<file path="config.mk">
export PLATFORM = sky130hd
export DESIGN_NAME = c1581_fast_serial_host
export DESIGN_NICKNAME = d
export VERILOG_FILES = /design/src/rtl/c1581_fast_serial_host.sv
export SDC_FILE = /design/constraint.sdc
export NUM_CORES = 1
export LEC_CHECK = 0
export CORE_AREA = 2 2 80 82
export CTS_BUF_LIST = sky130_fd_sc_hd__clkbuf_16
export DETAILED_ROUTE_END_ITERATION = 7
export DIE_AREA = 0 0 82 84
export GPL_ROUTABILITY_DRIVEN = 0
export GPL_TIMING_DRIVEN = 0
export PLACE_DENSITY = 0.75
export SLEW_MARGIN = 20
export SYNTH_ARGS = -nofsm -noshare
export SYNTH_HDL_FRONTEND = slang
export SYNTH_SLANG_ARGS = --single-unit
</file>
<file path="constraint.sdc">
create_clock -name clk -period 2.25 [get_ports clk]
set_input_delay 0.5625 -clock clk [delete_from_list [all_inputs] [get_ports clk]]
set_output_delay 0.5625 -clock clk [all_outputs]
set_load 0.005 [all_outputs]
</file>
<file path="src/rtl/c1581_fast_serial_host.sv">
// c1581_fast_serial_host: host-side fast-serial byte transceiver for the 1581 burst-mode IEC path
//   clk, reset                     16 MHz clock, asynchronous active-high reset
//   ce                             single-cycle bit-timing enable
//   dir                            1 = host transmits, 0 = host receives
//   tx_data, tx_valid, tx_ready    outgoing byte handshake, sent MSB first
//   rx_data, rx_valid, rx_timeout  received byte, update pulse, partial-byte discard pulse
//   busy                           a byte is in flight
//   iec_data_i/o, iec_fclk_i/o     open-collector fast bus (drive 0 pulls low, 1 releases)
module c1581_fast_serial_host #(
  parameter int CNT_HALF   = 4,
  parameter int RX_TIMEOUT = 4095
) (
  input  logic       clk,
  input  logic       reset,
  input  logic       ce,
  input  logic       dir,
  input  logic [7:0] tx_data,
  input  logic       tx_valid,
  output logic       tx_ready,
  output logic [7:0] rx_data,
  output logic       rx_valid,
  output logic       rx_timeout,
  output logic       busy,
  input  logic       iec_data_i,
  input  logic       iec_fclk_i,
  output logic       iec_data_o,
  output logic       iec_fclk_o
);
  localparam logic [1:0] IDLE = 2'd0, TX_LOW = 2'd1, TX_HIGH = 2'd2, RX = 2'd3;
  localparam logic [7:0] HC_LAST = 8'(CNT_HALF - 1);
  localparam logic [15:0] TC_LAST = 16'(RX_TIMEOUT - 1);
  logic [1:0] state, state_n;
  logic [7:0] hc, hc_n, sh, sh_n, rx_data_n;
  logic [2:0] bc, bc_n;
  logic [15:0] tc, tc_n;
  logic fs1, fs2, fs3, ds1, ds2, rise, rd;
  logic rx_valid_n, rx_timeout_n, abort, half_done, tx_n;
  assign tx_ready = (state == IDLE) & dir & ~reset;
  // the byte in flight no longer matches the requested direction
  assign abort = (state != IDLE) & (dir ^ (state != RX));
  assign half_done = ce & (hc == HC_LAST);
  assign tx_n = (state_n == TX_LOW) | (state_n == TX_HIGH);
  always_comb begin
    state_n = state;
    hc_n = hc;
    bc_n = bc;
    tc_n = tc;
    sh_n = sh;
    rx_data_n = rx_data;
    rx_valid_n = 1'b0;
    rx_timeout_n = 1'b0;
    if (abort) begin
      state_n = IDLE;
      hc_n = '0;
      bc_n = '0;
      tc_n = '0;
      sh_n = '0;
    end else begin
      case (state)
        IDLE: begin
          // enter receive only once the synchronised FCLK has settled high, so our
          // own FCLK release at the end of a transmit is never taken as a drive edge
          if (!dir && fs1 && fs2 && fs3) state_n = RX;
          else if (dir && tx_valid) begin
            state_n = TX_LOW;
            sh_n = tx_data;
            bc_n = '0;
            hc_n = '0;
          end
        end
        TX_LOW: begin
          hc_n = half_done ? 8'd0 : ce ? hc + 8'd1 : hc;
          state_n = half_done ? TX_HIGH : TX_LOW;
        end
        TX_HIGH: begin
          hc_n = half_done ? 8'd0 : ce ? hc + 8'd1 : hc;
          if (half_done) begin
            // bc wraps 7 -> 0 on the last bit, leaving the counter clear for busy
            bc_n = bc + 3'd1;
            sh_n = sh << 1;
            state_n = (bc == 3'd7) ? IDLE : TX_LOW;
          end
        end
        default: begin
          if (rise) begin
            sh_n = {sh[6:0], rd};
            bc_n = bc + 3'd1;
            tc_n = '0;
            if (bc == 3'd7) begin
              rx_data_n = {sh[6:0], rd};
              rx_valid_n = 1'b1;
            end
          end else if (ce && bc != 3'd0) begin
            tc_n = (tc == TC_LAST) ? 16'd0 : tc + 16'd1;
            if (tc == TC_LAST) begin
              bc_n = '0;
              sh_n = '0;
              rx_timeout_n = 1'b1;
            end
          end
        end
      endcase
    end
  end
  always_ff @(posedge clk or posedge reset) begin
    if (reset) begin
      state <= IDLE;
      hc <= '0;
      bc <= '0;
      tc <= '0;
      sh <= '0;
      rx_data <= '0;
      rx_valid <= 1'b0;
      rx_timeout <= 1'b0;
      busy <= 1'b0;
      iec_data_o <= 1'b1;
      iec_fclk_o <= 1'b1;
      {fs1, fs2, fs3, ds1, ds2} <= '1;
      rise <= 1'b0;
      rd <= 1'b1;
    end else begin
      state <= state_n;
      hc <= hc_n;
      bc <= bc_n;
      tc <= tc_n;
      sh <= sh_n;
      rx_data <= rx_data_n;
      rx_valid <= rx_valid_n;
      rx_timeout <= rx_timeout_n;
      busy <= (state_n != IDLE) | (bc_n != 3'd0);
      iec_fclk_o <= state_n != TX_LOW;
      iec_data_o <= tx_n ? sh_n[7] : 1'b1;
      {fs1, fs2, fs3} <= {iec_fclk_i, fs1, fs2};
      {ds1, ds2} <= {iec_data_i, ds1};
      // registered edge pulse with its matching data sample
      rise <= fs2 & ~fs3;
      rd <= ds2;
    end
  end
endmodule

</file>
==> results of run 1 <==
==> worst reg2reg max path, delay by kind of cell (launching register included) <==
| family | cells | cell delay (ns) |
|---|---|---|
| compound gates | 4 | 0.90 |
| fa+ha+maj | 2 | 0.50 |
| buf+inv | 1 | 0.23 |
| flops | 1 | 0.45 |
==> worst max-delay path by stage <==
stage | cells past startpoint | slack (ns) | to | startpoint
floorplan | 8 | 0.12 | tc[6]$_DFFE_PP0P_ | dir
global placement | 2 | -0.76 | tc[4]$_DFFE_PP0P_ | reset
detailed placement | 7 | -0.34 | iec_data_o$_DFF_PP1_ | ce
CTS | 8 | 0.005 | sh[2]$_DFFE_PP0P_ | tc[0]$_DFFE_PP0P_
global route | 7 | -0.02 | iec_data_o$_DFF_PP1_ | state[0]$_DFF_PP0_
finish | 7 | 0.10 | iec_data_o$_DFF_PP1_ | state[0]$_DFF_PP0_
==> placed cells by master (no fill, tap or decap), drive strengths merged, types with 10 or more instances in the layout <==
cell type,instances
a21oi,17
buf,13
dfrtp,49
nand2,14
o31ai,11
ha,12
o21ai,10
inv,20
a22o,17
mux2,16
clkdlybuf4s50,25
clkbuf,14
or4,13
==> cells in the mapped netlist (3+ instances only) <==
library cell   n  area, um2
dfrtp_1       49       1230
inv_1         19       71.3
a21oi_1       17       85.1
a22o_1        17        149
nand2_1       13       48.8
or4_1         13       97.6
ha_1          12        150
o31ai_1       11       82.6
o21ai_0       10       50.1
mux2_2         9        101
dfstp_2        8        210
nand3_1        8       40.0
nor2_1         8       30.0
mux2_4         7        105
a21o_1         5       37.5
clkbuf_1       5       18.8
or3_1          5       31.3
nand4_1        4       25.0
nor3_1         4       20.0
buf_2          3       15.0
buf_6          3       33.8
mux2i_1        3       30.0
nand2b_1       3       18.8
nor2b_1        3       18.8
==> through the flow <==
step | total power (uW) | hold WS (ns) | TNS [ns]
2_1_floorplan | 2080 | 0.345 | 0
3_3_place_gp | 2360 | 0.346 | -45.14
3_5_place_dp | 2380 | 0.347 | -6.32
4_1_cts | 3620 | 0.355 | 0
5_1_grt | 3920 | 0.358 | -0.0221
6_report | 3710 | 0.354 | 0
==> kinds of logic (layout without fill, tap and decap cells) <==
family / Yosys count / in the layout / synth area share (%)
and+or+nand+nor: 77 / 77 / 15.7
buffers and inverters: 30 / 80 / 4.54
AOI/OAI and AO/OA: 82 / 83 / 19.8
muxes: 19 / 19 / 7.74
xor gates and xnor gates: 1 / 1 / 0.287
DFF: 57 / 57 / 47.0
adders and majority gates: 12 / 12 / 4.91
==> metal layers <==
layer / vias up / wire, um
met5: - / 0
met4: 0 / 139
met3: 15 / 259
met2: 47 / 3260
met1: 1189 / 3100
li1: 1150 / -
==> timing repair <==
item	in CTS	in global routing
setup buffers	1	7
pin swaps	1	7
gates cloned	0	1
endpoints found under the setup margin	21	31
gates resized for setup	10	18
==> state kept, by name, summed over array words and instances (netlist names), 2 cells and up <==
register	flops
bc	3
state	2
sh	8
tc	16
hc	8
rx_data	8
==> where the power goes <==
part           internal [uW]  total [uW]  switching [uW]
Clock                    731        1210             477
Combinational            564        1210             643
Sequential              1180        1290             111
Total                   2470        3710            1230
==> cell type report <==
| class | instances | area [um2] | area share [%] |
|---|---|---|---|
| clock buffers | 9 | 225 | 5.87 |
| multi-input cells | 192 | 1570 | 40.9 |
| inverters | 19 | 73.8 | 1.92 |
| flip-flops and latches | 57 | 1440 | 37.5 |
| plain buffers | 10 | 65.1 | 1.69 |
| clock inverters | 7 | 38.8 | 1.01 |
| repair buffers | 35 | 332 | 8.63 |
| well taps | 77 | 96.3 | 2.51 |
==> results.md, run 1 <==
- Fin area: about 3800 um2
- CTS tree: done
- Die Span X: 82 um
- Final nets: 351
- Synth warn: 0
- CTS Hold Bufs: 0
- # IOs: 29
- FF-to-FF End: iec_data_o$_DFF_PP1_
- Leak: 0.00173 uW
- Netlist cell types: 53
- Reg clk slew, reported paths: ~0.06 ns
- Final setup vio count: 0
- R2R cell count: 7
- Slew margin rel.: 54.4%
- VDD IR max: 0.000550 V
- Total congestion overflow: 0
- Slowest CP cell: dfrtp_2
- Max stage delay on crit path: about 0.45 ns
- Grt peak-use layer: met2
- Final Util: 63.0%
- Post-synthesis net count: 305
- Wire per inst: around 17 um
- Worst EP required: 2.51 ns
- Power per cell area: 965 nW/um2
- CP Capture Type: flop
- Post-synthesis register bit count: 57
- Worst hold stages: 0
- DRT Pass-1 Iters: 4
- Setup CP Type: flop to flop
- ANT nets after route: 0
- WP data arrival: between 2 and 2.5 ns
- Post-synth EDFFs: 0
- Met3 usage: ~5.6%
- Filler cell count: 501
- Placed insts: 382
- Post-synthesis sequential area ratio: 47.0%
- Setup WS pre-CTS: -0.343 ns
- Final hold violation count: 0
- Bufs and invs on worst path: 1
- Placeable Area: 6100 um2
- Global routing met1 resource utilization: between 20% and 30%
- First-pass GRT wire length: 10900 um
- Inserted Clock Buffers: 9
- Met2 Usage GRT: 30.6%
- Setup WS post-layout: 0.101 ns
- Placed Area: 3430 um2
- Initial antenna violation count: 0
- DRC: 0
- Routed wire length: 6750 um
- Non-Filler Instances: 406
- Post-Syn Instances: roughly 280
- Dpl hpwl: 4380 um
- Worst Path Max Fanout: 8
- Mapped Avg Cell Area: 11.0 um2
- Status: completed
- Synthesized area: ~3100 um2
- Reg2reg start: state[0]$_DFF_PP0_
- Cell Chain, Critical Path: ha_4 > inv_1 > a21oi_1 > o221a_2 > o221ai_1 > ha_1 > a211o_1
- CP delay by family, top: compound AO/OA/AOI/OAI gates
- Crit start category: flop
- TritonCTS Sinks: 57
- Row count: 29
- Initial DRC count: 148
- # port buffers: 27
- Max Freq: 0.465 GHz
- Synth async-reset ratio: 100%
- Vias in the first global route: 2269
- Fin. max-slew vios: 0
- Initial core utilization: between 50% and 60%
- Chip Height: 84 um
- Area Overhead vs Synth: 25.6%
- Tot GR Track Use: between 20% and 30%
- Hold path startpoint: ds2$_DFF_PP1_
- Clock buffer depth: 2
- # Max-Cap Violations: 0
- Antenna Cells: 0
- Worst-margin pin slew: 0.684 ns
- Full die area: 6890 um2
- WHS Endpoint: rd$_DFF_PP1_
- Largest net degree at the start of global routing: between 50 and 60
- H-tree levels: 3
- Clk_lat worst skew: 0.33 ns
- Vias: ~2400
- Root Buffer: clkbuf_16
- Final worst path period need: 2.15 ns
- Worst clock skew: 0.00566 ns
- Main synth FF type: dfrtp_1
- Vias per cell: about 6
- Setup slack, reg-to-reg: 0.10 ns
- Tcrit/Tclk final: 95.5%
- Worst hold path type: flop to flop
- Share of layout cells above drive strength 1: between 20% and 30%
Power figures use the tool's default switching activity.
==> run 2: changes to the inputs <==
- CORE_AREA: 2 2 80 82 -> 2 2 91 93
- DIE_AREA: 0 0 82 84 -> 0 0 93 95
- PLACE_DENSITY: 0.75 -> default
==> run 2 against run 1 <==
  * Critical path depth is 1 higher
  * Sequential power is essentially flat
  * Die area grew 28%
  * Worst setup slack got worse by 0.079 ns
  * First-iteration DRC count down 8.8%
  * Largest cell class unchanged
==> results.md, run 2 (synthesized netlist as in run 1, its figures left out) <==
- Status: completed
- Die Span X: 93 um
- WP data arrival: 2.48 ns
- Routed wire length: 6910 um
- Area Overhead vs Synth: 29.1%
- Antenna Cells: 0
- Worst clock skew: 0.00883 ns
- Setup CP Type: flop to flop
- Final setup vio count: 0
- RSZ-0062 raised after global routing: yes
- CP Capture Type: flop
- Reg2reg start: state[1]$_DFF_PP0_
- Final worst path period need: ~2.2 ns
- Final hold violation count: 0
- Setup slack, reg-to-reg: approximately 0.022 ns
- DRT Pass-1 Iters: 4
- Non-Filler Instances: 433
- Slew margin rel.: 59.2%
- Crit start category: flop
- TritonCTS Sinks: 57
- Leak: approximately 0.0018 uW
- Initial antenna violation count: 0
- Power per cell area: 999 nW/um2
- Share of layout cells above drive strength 1: 25.3%
- Initial core utilization: between 30 and 40%
- Setup WS pre-CTS: -0.348 ns
- Tcrit/Tclk final: ~99%
- # port buffers: 27
- ANT nets after route: 0
- Reg clk slew, reported paths: 0.06 ns
- Full die area: 8840 um2
- # Max-Cap Violations: 0
- Setup WS post-layout: ~0.022 ns
- DRC: 0
- Commonest non-fill, non-tap cell in the layout: dfrtp_1
- Clk_lat worst skew: 0.33 ns
- R2R cell count: 8
- Max Freq: 0.449 GHz
- Worst-margin pin slew: 0.608 ns
- Total congestion overflow: 0
- CTS tree: done
- Worst EP required: ~2.5 ns
- Hold path startpoint: ds2$_DFF_PP1_
- Most frequent cells in the layout: dfrtp_1 (48), clkdlybuf4s50_1 (25), a22o_1 (17), a21oi_1 (17), inv_1 (16)
- WHS Endpoint: rd$_DFF_PP1_
- VDD IR max: between 0.0005 and 0.0006 V
- Dpl hpwl: 4520 um
- H-tree levels: 3
- # IOs: 29
- Chip Height: ~95 um
- Initial DRC count: 135
- Vias: 2386
- Worst Path Max Fanout: 10
- Clock buffer depth: 2
- Placed insts: 411
- Root Buffer: clkbuf_16
- Fin. max-slew vios: 0
- Wire per inst: 16.0 um
- Largest net degree at the start of global routing: 33
- Vias in the first global route: 2291
- Placeable Area: 7930 um2
- FF-to-FF End: tc[4]$_DFFE_PP0P_
- Final nets: 350
- Worst hold stages: 0
- First-pass GRT wire length: 11300 um
- Tot GR Track Use: 16.2%
- Worst hold path type: flop to flop
- Top reg by flops: tc
- Vias per cell: 5.51
- Row count: 33
- Largest register FFs: 16
- Inserted Clock Buffers: 9
run 2: per-stage QoR:
stage | setup TNS, ns | hold WS (ns) | util (%) | instance area [um2] | total power (uW)
final | 0 | 0.353 | 49.8 | 3950 | 3940
after global routing | -0.240 | 0.357 | 49.8 | 3950 | 4160
after CTS | 0 | 0.353 | 48.4 | 3830 | 3880
after detailed placement | -6.92 | 0.350 | 43.9 | 3480 | 2390
after global placement | -53.29 | 0.348 | 43.6 | 3460 | 2380
after floorplan | 0 | 0.345 | - | 3060 | 2080
run 2: timing repair:
action / 4_1_cts / 5_1_grt
cloned: 0 / 0
pin swaps: 1 / 7
setup buffers: 2 / 4
hold buffers: 0 / 0
endpoints found under the setup margin: 25 / 29
resized for setup: 11 / 19
run 2: worst max path at each step:
stage                             startpoint  slack [ns]                     end  depth (start not counted)
final                     state[1]$_DFF_PP0_        0.02       tc[4]$_DFFE_PP0P_                          8
after global routing      state[1]$_DFF_PP0_       -0.04       tc[8]$_DFFE_PP0P_                          8
after CTS                  tc[0]$_DFFE_PP0P_        0.03       sh[1]$_DFFE_PP0P_                          8
after detailed placement                  ce       -0.35    iec_data_o$_DFF_PP1_                          7
after global placement                 reset       -0.88  rx_data[2]$_DFFE_PP0P_                          2
after floorplan                          dir        0.12       tc[6]$_DFFE_PP0P_                          8
run 2: power breakdown:
part	internal [uW]	total (uW)	switching (uW)
logic	567	1220	656
clock network	957	1430	468
registers	1180	1300	118
run 2: final cells by class:
class                   instances  area, um2
fillers                       717       3980
multi-input cells             191       1580
flip-flops and latches         57       1440
repair buffers                 34        337
clock buffers                   9        225
well taps                     105        131
clock inverters                 7       87.6
inverters                      19       73.8
plain buffers                  11       71.3
run 2: metal layers:
metal | global-route usage, % | wire [um]
met3 | 3.43 | 287
met5 | 0 | 0
met1 | 22.2 | 3290
met2 | 25.3 | 3240
met4 | 6.37 | 87
run 2: worst max-delay path, stage by stage, from the launching register on:
cell and delay (ns):
dfrtp_2 0.46, ha_4 0.21, xor2_1 0.15, or2_1 0.20, buf_2 0.17, o21a_4 0.17, buf_6 0.15, or4_1 0.47
a21oi_1 0.16
==> run 3: changes to the inputs <==
- CTS_BUF_LIST: sky130_fd_sc_hd__clkbuf_16 -> sky130_fd_sc_hd__clkbuf_8
==> run 3 against run 2 <==
  * Hold slack got worse by 0.0047 ns
  * Final cell count rose by 0.92%
  * Routed wire length rose by 1.6%
  * Sequential power barely moved
  * Total power fell by 8.1%
  * Sequential share of layout area rose by 0.37 points
  * Non-clock buffer count rose by 3
  * Register-to-register slack improved by 0.03 ns
  * Combinational power rose by 3%
  * Maximum frequency rose by 1.2%
  * Sequential cell count did not move
  * Critical path type is now input port to flop
  * Critical endpoint is now busy$_DFF_PP0_
  * Largest power group is now sequential cells
  * Highest routed layer unchanged
==> results.md, run 3 (synthesized netlist as in run 1, its figures left out) <==
- Status: completed
- Net switching power: around 1200 uW
- Combinational cell fraction of total power: roughly a third
- RSZ-0062 raised after global routing: yes
- Initial core utilization: approximately two fifths
- ANT nets after route: 0
- Placeable Area: 7930 um2
- Setup WS pre-CTS: -0.348 ns
- Power per cell area: 927 nW/um2
- Largest net degree at the start of global routing: 33
- Placed insts: about 400
- # IOs: 29
- Tcrit/Tclk final: between 90% and 100%
- Setup WS post-layout: 0.0487 ns
- Inserted Clock Buffers: 9
- Vias per cell: about 5.5
- Final Util: 49.3%
- Final worst path period need: between 2 and 2.5 ns
- # Max-Cap Violations: 0
- Vias: 2406
- DRT Pass-1 Iters: 5
- Area Overhead vs Synth: 28.0%
- WP data arrival: 2.39 ns
- R2R cell count: 8
- # port buffers: 27
- Chip Height: 95 um
- Worst EP required: roughly 2.4 ns
- Initial DRC count: between 100 and 150
- Filler cell count: ~740
- Switching part of the total: 33.5%
- Worst hold stages: 0
- CP Capture Type: flop
- Vias in the first global route: 2355
- Antenna Cells: 0
- Tot GR Track Use: 16.7%
- Worst Path Max Fanout: 6
- Slew margin rel.: approximately 60%
- Total congestion overflow: 0
- Routed wire length: 7020 um
- Clk_lat worst skew: roughly 0.34 ns
- Hold slack: 0.348 ns
- Largest register FFs: 16
- Worst-margin pin slew: 0.611 ns
- First-pass GRT wire length: 11600 um
- Reg clk slew, reported paths: 0.08 ns
- Fin. max-slew vios: 0
- TritonCTS Sinks: 57
- H-tree levels: 3
- Final hold violation count: 0
- Most frequent cells in the layout: dfrtp_1 (47), clkdlybuf4s50_1 (26), a22o_1 (17), a21oi_1 (16), inv_1 (14)
- Full die area: 8840 um2
- Internal power: ~2400 uW
- Part of the power in registers: 35.7%
- DRC: 0
- Clock buffer depth: 2
- VDD IR max: approximately 0.0004 V
- Final nets: ~350
- Final setup vio count: 0
- Crit start category: input port
- Top reg by flops: tc
- Dpl hpwl: 4520 um
- Initial antenna violation count: 0
- Clk pwr share: 29.6%
- CTS tree: done
- Max Freq: 0.454 GHz
- Commonest non-fill, non-tap cell in the layout: dfrtp_1
- CTS Hold Bufs: 0
- Die Span X: ~93 um
- Leak: 0.00173 uW
- Non-Filler Instances: around 440
- Worst hold path type: flop to flop
- Wire per inst: 16.1 um
- Share of layout cells above drive strength 1: 28.6%
- Root Buffer: clkbuf_8
- Worst clock skew: 0.0130 ns
- Row count: 33
- Setup CP Type: input port to flop
## run 3: path summary, 6_finish.rpt
path / start / slack, ns / end
setup reg to reg: state[1]$_DFF_PP0_ / 0.05 / tc[6]$_DFFE_PP0P_
max in group asynchronous: reset / 1.11 / ds2$_DFF_PP1_
hold / removal: ds2$_DFF_PP1_ / 0.35 / rd$_DFF_PP1_
min in group asynchronous: reset / 0.58 / rx_data[5]$_DFFE_PP0P_
setup / recovery: ce / 0.05 / busy$_DFF_PP0_
hold reg to reg: ds2$_DFF_PP1_ / 0.35 / rd$_DFF_PP1_
## run 3: layout make-up
type                    count  area [um2]  share of cell area (%)
plain buffers              10        70.1                    1.79
clock buffers              10         138                    3.52
clock inverters             6        83.8                    2.14
inverters                  19        77.6                    1.98
multi-input cells         192        1610                    41.1
flip-flops and latches     57        1440                    36.8
well taps                 105         131                    3.36
repair buffers             38         364                    9.31
## run 3: routing by layer
metal  vias up  global-route usage, %  routed length [um]
met5         -                      0                   0
met4         0                   5.76                 129
met3        13                   4.47                 245
met2        40                   25.5                3320
met1      1196                   22.8                3330
li1       1157                      -                   -
## run 3: metrics by stage
| step | cell area [um2] | setup TNS, ns | power [uW] |
|---|---|---|---|
| after global routing | 3910 | -0.0387 | 3840 |
| final | 3910 | 0 | 3620 |
| after CTS | 3770 | 0 | 3540 |
| after detailed placement | 3480 | -6.92 | 2390 |
| after floorplan | 3060 | 0 | 2080 |
| after global placement | 3460 | -53.29 | 2380 |
## run 3: power by group through the flow
stage / Combinational (uW) / Clock [uW] / Sequential [uW]
2_1_floorplan: 804 / 0 / 1270
3_3_place_gp: 1090 / 0 / 1290
3_5_place_dp: 1090 / 0 / 1300
4_1_cts: 1170 / 1100 / 1280
5_1_grt: 1390 / 1140 / 1310
6_report: 1260 / 1070 / 1300
## run 3: critical path, stage by stage
cell,delay [ns]
clkdlybuf4s50_1,0.58
nand4b_4,0.18
buf_4,0.18
a221o_1,0.31
a222oi_1,0.41
o2111ai_1,0.17
## run 3: what timing repair did
action,4_1_cts,5_1_grt
setup endpoints to repair,25,29
setup buffers,4,6
pin swaps,2,10
cloned,1,0
hold endpoints to repair,0,0
resized for setup,14,24
